**config.mk**
```make
export PLATFORM = sky130hd
export DESIGN_NAME = clk_decade_scheduler
export DESIGN_NICKNAME = d
export VERILOG_FILES = /design/src/rtl/clk_sched_pkg.sv /design/src/rtl/clk_half_period_ctr.sv /design/src/rtl/clk_decade_scheduler.sv
export SDC_FILE = /design/constraint.sdc
export NUM_CORES = 1
export LEC_CHECK = 0
export CORE_ASPECT_RATIO = 0.7
export CORE_UTILIZATION = 47
export DETAILED_ROUTE_END_ITERATION = 6
export SYNTH_ARGS = -nofsm -noshare
export SYNTH_HDL_FRONTEND = slang
export SYNTH_SLANG_ARGS = --single-unit
export TNS_END_PERCENT = 30
```
**constraint.sdc**
```tcl
create_clock -name CLK100MHZ -period 6 [get_ports CLK100MHZ]
set_clock_uncertainty 0.2 [all_clocks]
set_input_delay 1.2 -clock CLK100MHZ [delete_from_list [all_inputs] [get_ports CLK100MHZ]]
set_output_delay 1.2 -clock CLK100MHZ [all_outputs]
set_load 0.01 [all_outputs]
```
**src/rtl/clk_sched_pkg.sv**
```systemverilog
// clk_sched_pkg: shared types and the decade half-period table for the clock scheduler.
package clk_sched_pkg;

    localparam int CTR_W = 26;

    typedef logic [2:0] rate_t;

    typedef enum logic [1:0] {
        STOPPED,
        RUN_MANUAL,
        RUN_SWEEP,
        STOPPING
    } state_t;

    // Half-period in CLK100MHZ cycles, indexed by rate (0 = 10 MHz ... 7 = 1 Hz)
    localparam logic [CTR_W-1:0] HALF_TABLE [8] = '{
        26'd5, 26'd50, 26'd500, 26'd5_000,
        26'd50_000, 26'd500_000, 26'd5_000_000, 26'd50_000_000
    };

    // Sweep steps toward faster rates; 3-bit arithmetic wraps 0 -> 7
    function automatic rate_t next_sweep_rate(input rate_t r);
        return r - 3'd1;
    endfunction

endpackage

```
**src/rtl/clk_half_period_ctr.sv**
```systemverilog
// clk_half_period_ctr: free-running half-period counter with a loadable limit and a wrap strobe.
module clk_half_period_ctr
    import clk_sched_pkg::*;
(
    input  logic             clk,
    input  logic             rst_n,
    input  logic             i_run,
    input  logic [CTR_W-1:0] i_limit,
    output logic             o_wrap
);

    logic [CTR_W-1:0] r_cnt;

    assign o_wrap = i_run && (r_cnt == i_limit - CTR_W'(1));

    always_ff @(posedge clk) begin
        if (!rst_n || !i_run)
            r_cnt <= '0;
        else
            r_cnt <= o_wrap ? '0 : r_cnt + CTR_W'(1);
    end

endmodule

```
**src/rtl/clk_decade_scheduler.sv**
```systemverilog
// clk_decade_scheduler: glitch-free 50% clock at a decade rate (10 MHz .. 1 Hz) from 100 MHz,
// with manual select, auto sweep and stop/start applied only at output-period boundaries.
module clk_decade_scheduler
    import clk_sched_pkg::*;
#(
    parameter int    HOLD_PERIODS = 10,
    parameter rate_t SEL_RESET    = 3'd7
) (
    input  logic       CLK100MHZ,
    input  logic       CPU_RESETN,
    input  logic       en,
    input  logic       sweep,
    input  logic [2:0] sel,
    output logic       clk_out,
    output logic       tick,
    output logic [2:0] cur_sel,
    output logic       running
);

    localparam int HW = (HOLD_PERIODS > 1) ? $clog2(HOLD_PERIODS) : 1;

    state_t           r_state;
    state_t           w_next;
    logic             r_clk;
    logic             r_tick;
    rate_t            r_sel;
    logic [HW-1:0]    r_hold;
    logic             w_wrap;
    logic             w_bound;
    logic             w_hold_end;
    logic [CTR_W-1:0] w_limit;

    assign w_limit    = HALF_TABLE[r_sel];
    assign w_bound    = w_wrap && r_clk;
    assign w_hold_end = (r_hold == HW'(HOLD_PERIODS - 1));

    clk_half_period_ctr u_half (
        .clk     (CLK100MHZ),
        .rst_n   (CPU_RESETN),
        .i_run   (running),
        .i_limit (w_limit),
        .o_wrap  (w_wrap)
    );

    always_ff @(posedge CLK100MHZ) begin
        if (!CPU_RESETN)
            r_state <= STOPPED;
        else
            r_state <= w_next;
    end

    always_comb begin
        w_next = r_state;
        case (r_state)
            STOPPED:    if (en) w_next = sweep ? RUN_SWEEP : RUN_MANUAL;
            RUN_MANUAL,
            RUN_SWEEP:  if (w_bound) w_next = !en ? STOPPED : (sweep ? RUN_SWEEP : RUN_MANUAL);
                        else if (!en) w_next = STOPPING;
            STOPPING:   if (en) w_next = sweep ? RUN_SWEEP : RUN_MANUAL;
                        else if (w_bound) w_next = STOPPED;
            default:    w_next = STOPPED;
        endcase
    end

    always_comb begin
        running = (r_state != STOPPED);
    end

    // Rate and hold bookkeeping move only at a boundary; a pending stop freezes cur_sel
    always_ff @(posedge CLK100MHZ) begin
        if (!CPU_RESETN) begin
            r_clk  <= 1'b0;
            r_tick <= 1'b0;
            r_sel  <= SEL_RESET;
            r_hold <= '0;
        end else begin
            r_tick <= w_wrap && !r_clk;
            r_clk  <= running && (r_clk ^ w_wrap);
            if (r_state == STOPPED) begin
                r_hold <= '0;
                if (!sweep) r_sel <= sel;
            end else if (w_bound && en && r_state != STOPPING) begin
                if (r_state == RUN_SWEEP && w_hold_end) begin
                    r_sel  <= next_sweep_rate(r_sel);
                    r_hold <= '0;
                end else if (r_state == RUN_MANUAL || !sweep) begin
                    r_sel  <= sel;
                    r_hold <= '0;
                end else begin
                    r_hold <= r_hold + 1'b1;
                end
            end
        end
    end

    assign clk_out = r_clk;
    assign tick    = r_tick;
    assign cur_sel = r_sel;

endmodule

```
-- Yosys cells after proc, flatten, opt, wreduce, memory -nomap -nowiden
Memories as Yosys holds them, arrays and structs flattened.
Index checks and enable logic that the tools add are counted.
- ROM bits: 208
- output and inout port bits: 6
- bits in registers: 37
- memories kept: 1
- mux-type cells: 17
- equality and inequality tests: 10
- reduce and logical (&&, ||, !) cells: 22
- $add $sub $neg: 4
- bitwise logic cells: 3
- order comparisons: 1
- memory list (memory ; depth ; width ; rd ports ; clocked after Yosys merged registers in ; write ports ; RTL line ; RTL):
    (name not given) ; 8 ; 26 ; 1 ; 0 ; 0 ; clk_decade_scheduler.sv:33 ; assign w_limit = HALF_TABLE[r_sel];
- operators with widths (cell ; number):
    26-bit 2-to-1 mux ; 2
    26-bit by 1-bit adder with 26-bit output, second input constant ; 1
    26-bit equality test ; 1
    26-bit by 1-bit subtractor with 26-bit output, second input constant ; 1
    3-bit 2-to-1 mux ; 5
    2-bit 2-to-1 mux ; 7
    4-bit 2-to-1 mux ; 2
    1-bit logical AND ; 7
    2-bit inequality test, second input constant ; 3
    3-bit inequality test, second input constant ; 2
    2-bit case mux with 3 select lines ; 1
    3-bit AND reduction ; 2
    2-bit OR reduction ; 3
    4-bit by 1-bit adder with 4-bit output, second input constant ; 1
    2-bit equality test, second input constant ; 2
    4-bit equality test, second input constant ; 1
    4-bit >= comparator, second input constant ; 1
    1-bit zero test ; 4
    3-bit inverter with 4-bit output ; 1
    2-bit nonzero test ; 2
    3-bit nonzero test ; 1
    3-bit by 1-bit subtractor with 3-bit output, second input constant ; 1
    2-bit by 1-bit equality test with 1-bit output, second input constant ; 1
    2-bit zero test ; 1
    other kinds (3) ; 4

-- Logic depth before layout (Yosys ltp)
- depth after elaboration: 12
- depth in mapped cells: 22
- gate-level depth less buffers: 19

-- Modules after synthesis
From an unflattened synthesis, not the netlist that was laid out.
- cell total of the unflattened synthesis: 363
- area, all modules: 3021.6 sq um
- modules (own cells, without submodules) (module ; instances ; cells each ; sequential area each (sq um) ; area each (sq um)):
    clk_half_period_ctr ; 1 ; 260 ; 520.5 ; 2157.1
    clk_decade_scheduler ; 1 ; 103 ; 220.2 ; 864.6

-- Worst setup path after synthesis
No wires, ideal clock.
- path kind: reg-to-reg
- from: register r_sel[0] (netlist: cur_sel[0])
- to: register r_sel[0] (netlist: cur_sel[0])
- setup time: 122 ps
- data required time: 5678 ps
- stages on the path, launching flop included: 21
- setup slack: 1310 ps
- arrival: 4368 ps
- cells stage by stage: dfxtp_1 -> clkbuf_1 -> clkbuf_1 -> inv_1 -> ha_1 -> ha_1 -> clkbuf_1 -> inv_1 -> ha_1 -> nand2_1 -> a2111oi_4 -> o2111a_1 -> a31oi_1 -> or3_1 -> and4b_1 -> ha_1 -> nand2_1 -> nor2_1 -> o21ai_1 -> nor3_1 -> o21ai_0
- longest elaborated chain between the ends: 12
- elaborated cells between the ends (all ways): 16
- RTL lines (element ; RTL line ; RTL):
    start, declared ; clk_decade_scheduler.sv:26 ; rate_t r_sel;
    start signal, assigned ; clk_decade_scheduler.sv:81 ; if (!sweep) r_sel <= sel;
    start signal, assigned ; clk_decade_scheduler.sv:84 ; r_sel <= next_sweep_rate(r_sel);
    start signal, assigned ; clk_decade_scheduler.sv:87 ; r_sel <= sel;
    3-bit inverter with 4-bit output (not written as such) ; clk_decade_scheduler.sv:33 ;
    memory read 8 x 26 bit ; -- ;
    26-bit 2-to-1 mux (not written as such) (2 in a row) ; clk_decade_scheduler.sv:33 ;
    26-bit by 1-bit subtractor with 26-bit output ; clk_half_period_ctr.sv:14 ; assign o_wrap = i_run && (r_cnt == i_limit - CTR_W'(1));
    26-bit equality test ; clk_half_period_ctr.sv:14 ;
    1-bit logical AND ; clk_half_period_ctr.sv:14 ;
    1-bit logical AND ; clk_decade_scheduler.sv:34 ; assign w_bound = w_wrap && r_clk;
    1-bit logical AND (2 in a row) ; clk_decade_scheduler.sv:82 ; end else if (w_bound && en && r_state != STOPPING) begin
    2-bit nonzero test (no line) ; -- ;
    3-bit AND reduction (no line) ; -- ;
Parallel ways exist; a longest one is shown, timed or not. The select of a mux whose other input is x is not followed.
A chain may end at the register's enable or synchronous reset.

-- Worst setup path in the final report
- from: register r_sel[1] (netlist: cur_sel[1])
- to: register r_sel[0] (netlist: cur_sel[0])
- longest elaborated chain between the ends: 12
- RTL lines (element ; RTL line):
    3-bit inverter with 4-bit output (not written as such) ; clk_decade_scheduler.sv:33
    memory read 8 x 26 bit ; --
    26-bit 2-to-1 mux (not written as such) (2 in a row) ; clk_decade_scheduler.sv:33
    26-bit by 1-bit subtractor with 26-bit output ; clk_half_period_ctr.sv:14
    26-bit equality test ; clk_half_period_ctr.sv:14
    1-bit logical AND ; clk_half_period_ctr.sv:14
    1-bit logical AND ; clk_decade_scheduler.sv:34
    1-bit logical AND (2 in a row) ; clk_decade_scheduler.sv:82
    2-bit nonzero test (no line) ; --
    3-bit AND reduction (no line) ; --
No other way between the ends. The select of a mux whose other input is x is not followed.

==> flow_summary_export.csv <==
group,metric,value,unit
drt,ant_nets,0,
drt,drt-initial-drc-count,271,
layout,antenna_cells,0,
cts,cts_tree,"built",
synth,ys.flop_type,"dfxtp_1",
cts,root_buffer,"clkbuf_8",
timing,hold_viol_final,0,
layout,fin_nets,418,
power_and_ir_drop,powerDensity,353,mW/mm^2
drt,via_count,2679,
drt,routed_wl,7290,um
critical_path,path_class,"reg2reg",
timing,rsz0062_at_grt,"no",
synth,synth_edf_count,0,
cts,numCtsBuffers,5,
synth,yosysMostFrequentCell,"nor2_1",
critical_path,end_kind,"register",
cts,clkTransAtPathRegs,80,ps
placed_design,gp_congestion,0.949,
floorplanning,initial_utilization,0.497,
cts,cts.sinks,37,
timing,tns,0,ps
synth,synthArstFlopShare,0,
floorplanning,ioPinCount,13,
cts,clock_path_buffers,2,
floorplanning,die_y,70.5,um
timing,period_minus_slack,5150,ps
synth,yosysUniqueCellTypes,62,
run,max-cap-violations,0,
timing,max_freq,194,MHz
critical_path,required,5970,ps
synth,ys_warn_count,0,
outcome,status,"finished, final reports clean",
floorplanning,rows,24,
grt,grt_max_degree,44,
grt,grt_pass1_vias,2388,
min_path,min_path_type,"reg2reg",
synth,syn_area,0.00315,mm^2
grt,grt_usage,0.223,
synth,synthCells,399,
grt,antenna_found_initial,0,
critical_path,setup.worst_path.start_class,"register",
layout,multi_input_area,0.00219,mm^2
timing,slew_headroom,0.323,
grt,grt_overflow,0,
power_and_ir_drop,p_leak,1.17,nW
synth,ys_seq_elements,37,
layout,drive_gt1_frac,0.0990,
cts,cts_resized,0,
cts,cts-htree-levels,2,
grt,grt_pass1_wl,12200,um
floorplanning,coreArea,0.00634,mm^2
floorplanning,die-area,0.00704,mm^2
timing,fin_crit_sh,0.859,
timing,setup_viol,0,
layout,regArea,741,um^2
layout,final_core_util,0.531,
layout,fillCellCount,614,
timing,worst_slew_pin_slew,1020,ps
synth,synth_fp_nets,424,
floorplanning,die_w,99.9,um
synth,ys_seq_area_frac,0.235,
cts,clkLatencyLatePin,300,ps
cts,post-cts-setup-buffers,0,
drt,vias_per_cell,5.52,
drt,drc,0,
synth,synth_top_cell_by_area,"dfxtp_1",
synth,synth_area_leaders,"dfxtp_1 (24%), xnor2_1 (7.8%), ha_1 (7.1%)",
placed_design,hpwl,5370,um
placed_design,port_buffers,12,
critical_path,crit_fanout,14,
synth,yosysTopAreaCellShare,0.235,
synth,synth.avg_cell_area,7.90,um^2
power_and_ir_drop,max-vdd-ir-drop,0.000150,V
drt,avgRoutedWirePerCell,15.0,um
critical_path,arrival,5120,ps
cts,cts_hold_buf,0,
layout,syn2layout_area_growth,6.87,%
synth,ys_top_cells_by_count,"nor2_1 (40), dfxtp_1 (37), nand2_1 (37)",
drt,detailedRoute.firstPassIterationCount,4,
timing,drv_slew,0,
[per-stage QoR]
| step | worst slack [ps] | instance area, um^2 | instances | power [mW] | hold WS [ps] |
|---|---|---|---|---|---|
| 2_1_floorplan | 1310 | 3150 | 399 | 0.831 | 262 |
| 3_3_place_gp | 1270 | 3260 | 477 | 0.963 | 314 |
| 3_5_place_dp | 1010 | 3260 | 477 | 0.962 | 311 |
| 4_1_cts | 982 | 3370 | 485 | 1.19 | 333 |
| 5_1_grt | 232 | 3370 | 485 | 1.28 | 359 |
| 6_report | 847 | 3370 | 485 | 1.19 | 326 |
[worst paths after layout]
kind | startpoint | end | slack (ps) | cells after the start
worst max-delay path | cur_sel[1] | cur_sel[0] | 850 | 16
worst min-delay path | u_half.r_cnt[0] | u_half.r_cnt[0] | 330 | 1
worst max register to register | cur_sel[1] | cur_sel[0] | 850 | 16
worst min register to register | u_half.r_cnt[0] | u_half.r_cnt[0] | 330 | 1
[kinds of logic after synthesis]
group,after synthesis,share of synthesized area
buf+inv,46,0.0699
flops,37,0.235
mux,5,0.0163
compound gates,69,0.151
fa+ha+maj,18,0.0715
xor+xnor,48,0.138
simple gates,176,0.319
[sequential cells by signal (all words and copies together) (netlist names)]
name / count
clk_out: 1
cur_sel: 3
r_hold: 4
u_half.r_cnt: 26
tick: 1
r_state: 2
[placed cells by master, fill, tap and decap left out, drive strengths merged, types with 4 or more instances in the layout]
| master | count |
|---|---|
| a211oi | 5 |
| a21oi | 14 |
| dfxtp | 37 |
| xor2 | 19 |
| xnor2 | 28 |
| nor3 | 10 |
| nand4 | 9 |
| clkbuf | 6 |
| mux2i | 4 |
| o22ai | 5 |
| and3 | 7 |
| nor2 | 60 |
| nor2b | 8 |
| o21ai | 21 |
| nand2b | 5 |
| nand3 | 15 |
| inv | 18 |
| and2 | 4 |
| clkdlybuf4s50 | 12 |
| ha | 18 |
| nand2 | 38 |
[layer usage]
| metal | part of all wire | global-route usage | vias to the layer above |
|---|---|---|---|
| met3 | 0.062 | 0.0571 | 9 |
| li1 | - | - | 1363 |
| met1 | 0.54 | 0.354 | 1231 |
| met4 | 0.010 | 0.0539 | 0 |
| met2 | 0.38 | 0.292 | 76 |
| met5 | 0 | 0 | - |
[critical path, cell delays in order, from the launching register on]
cell and delay [ps]:
dfxtp_1 660, inv_1 210, ha_1 290, ha_1 300, inv_1 130, ha_1 220, o21ai_1 150, a2111oi_0 860
a31oi_1 230, nor4_1 290, and4b_1 290, ha_1 200, nand2_1 50, nor2_1 380, o21ai_1 240, nor3_1 210
o21ai_0 90
[where the power goes]
group	internal, mW	switching [mW]	leakage, nW	total, mW
clock network	0.125	0.0956	0.0554	0.220
logic	0.259	0.422	0.819	0.681
registers	0.262	0.0250	0.299	0.287
total	0.646	0.543	1.17	1.19
[area by class of cell]
| cell class | instances | area share |
|---|---|---|
| inverter | 18 | 0.0201 |
| timing repair buffer | 15 | 0.0424 |
| clock inverter | 2 | 0.0115 |
| clock buffer | 6 | 0.0216 |
| sequential | 37 | 0.220 |
| multi-input combinational | 316 | 0.651 |
| tap | 91 | 0.0338 |
(Power assumes the default switching activity.)
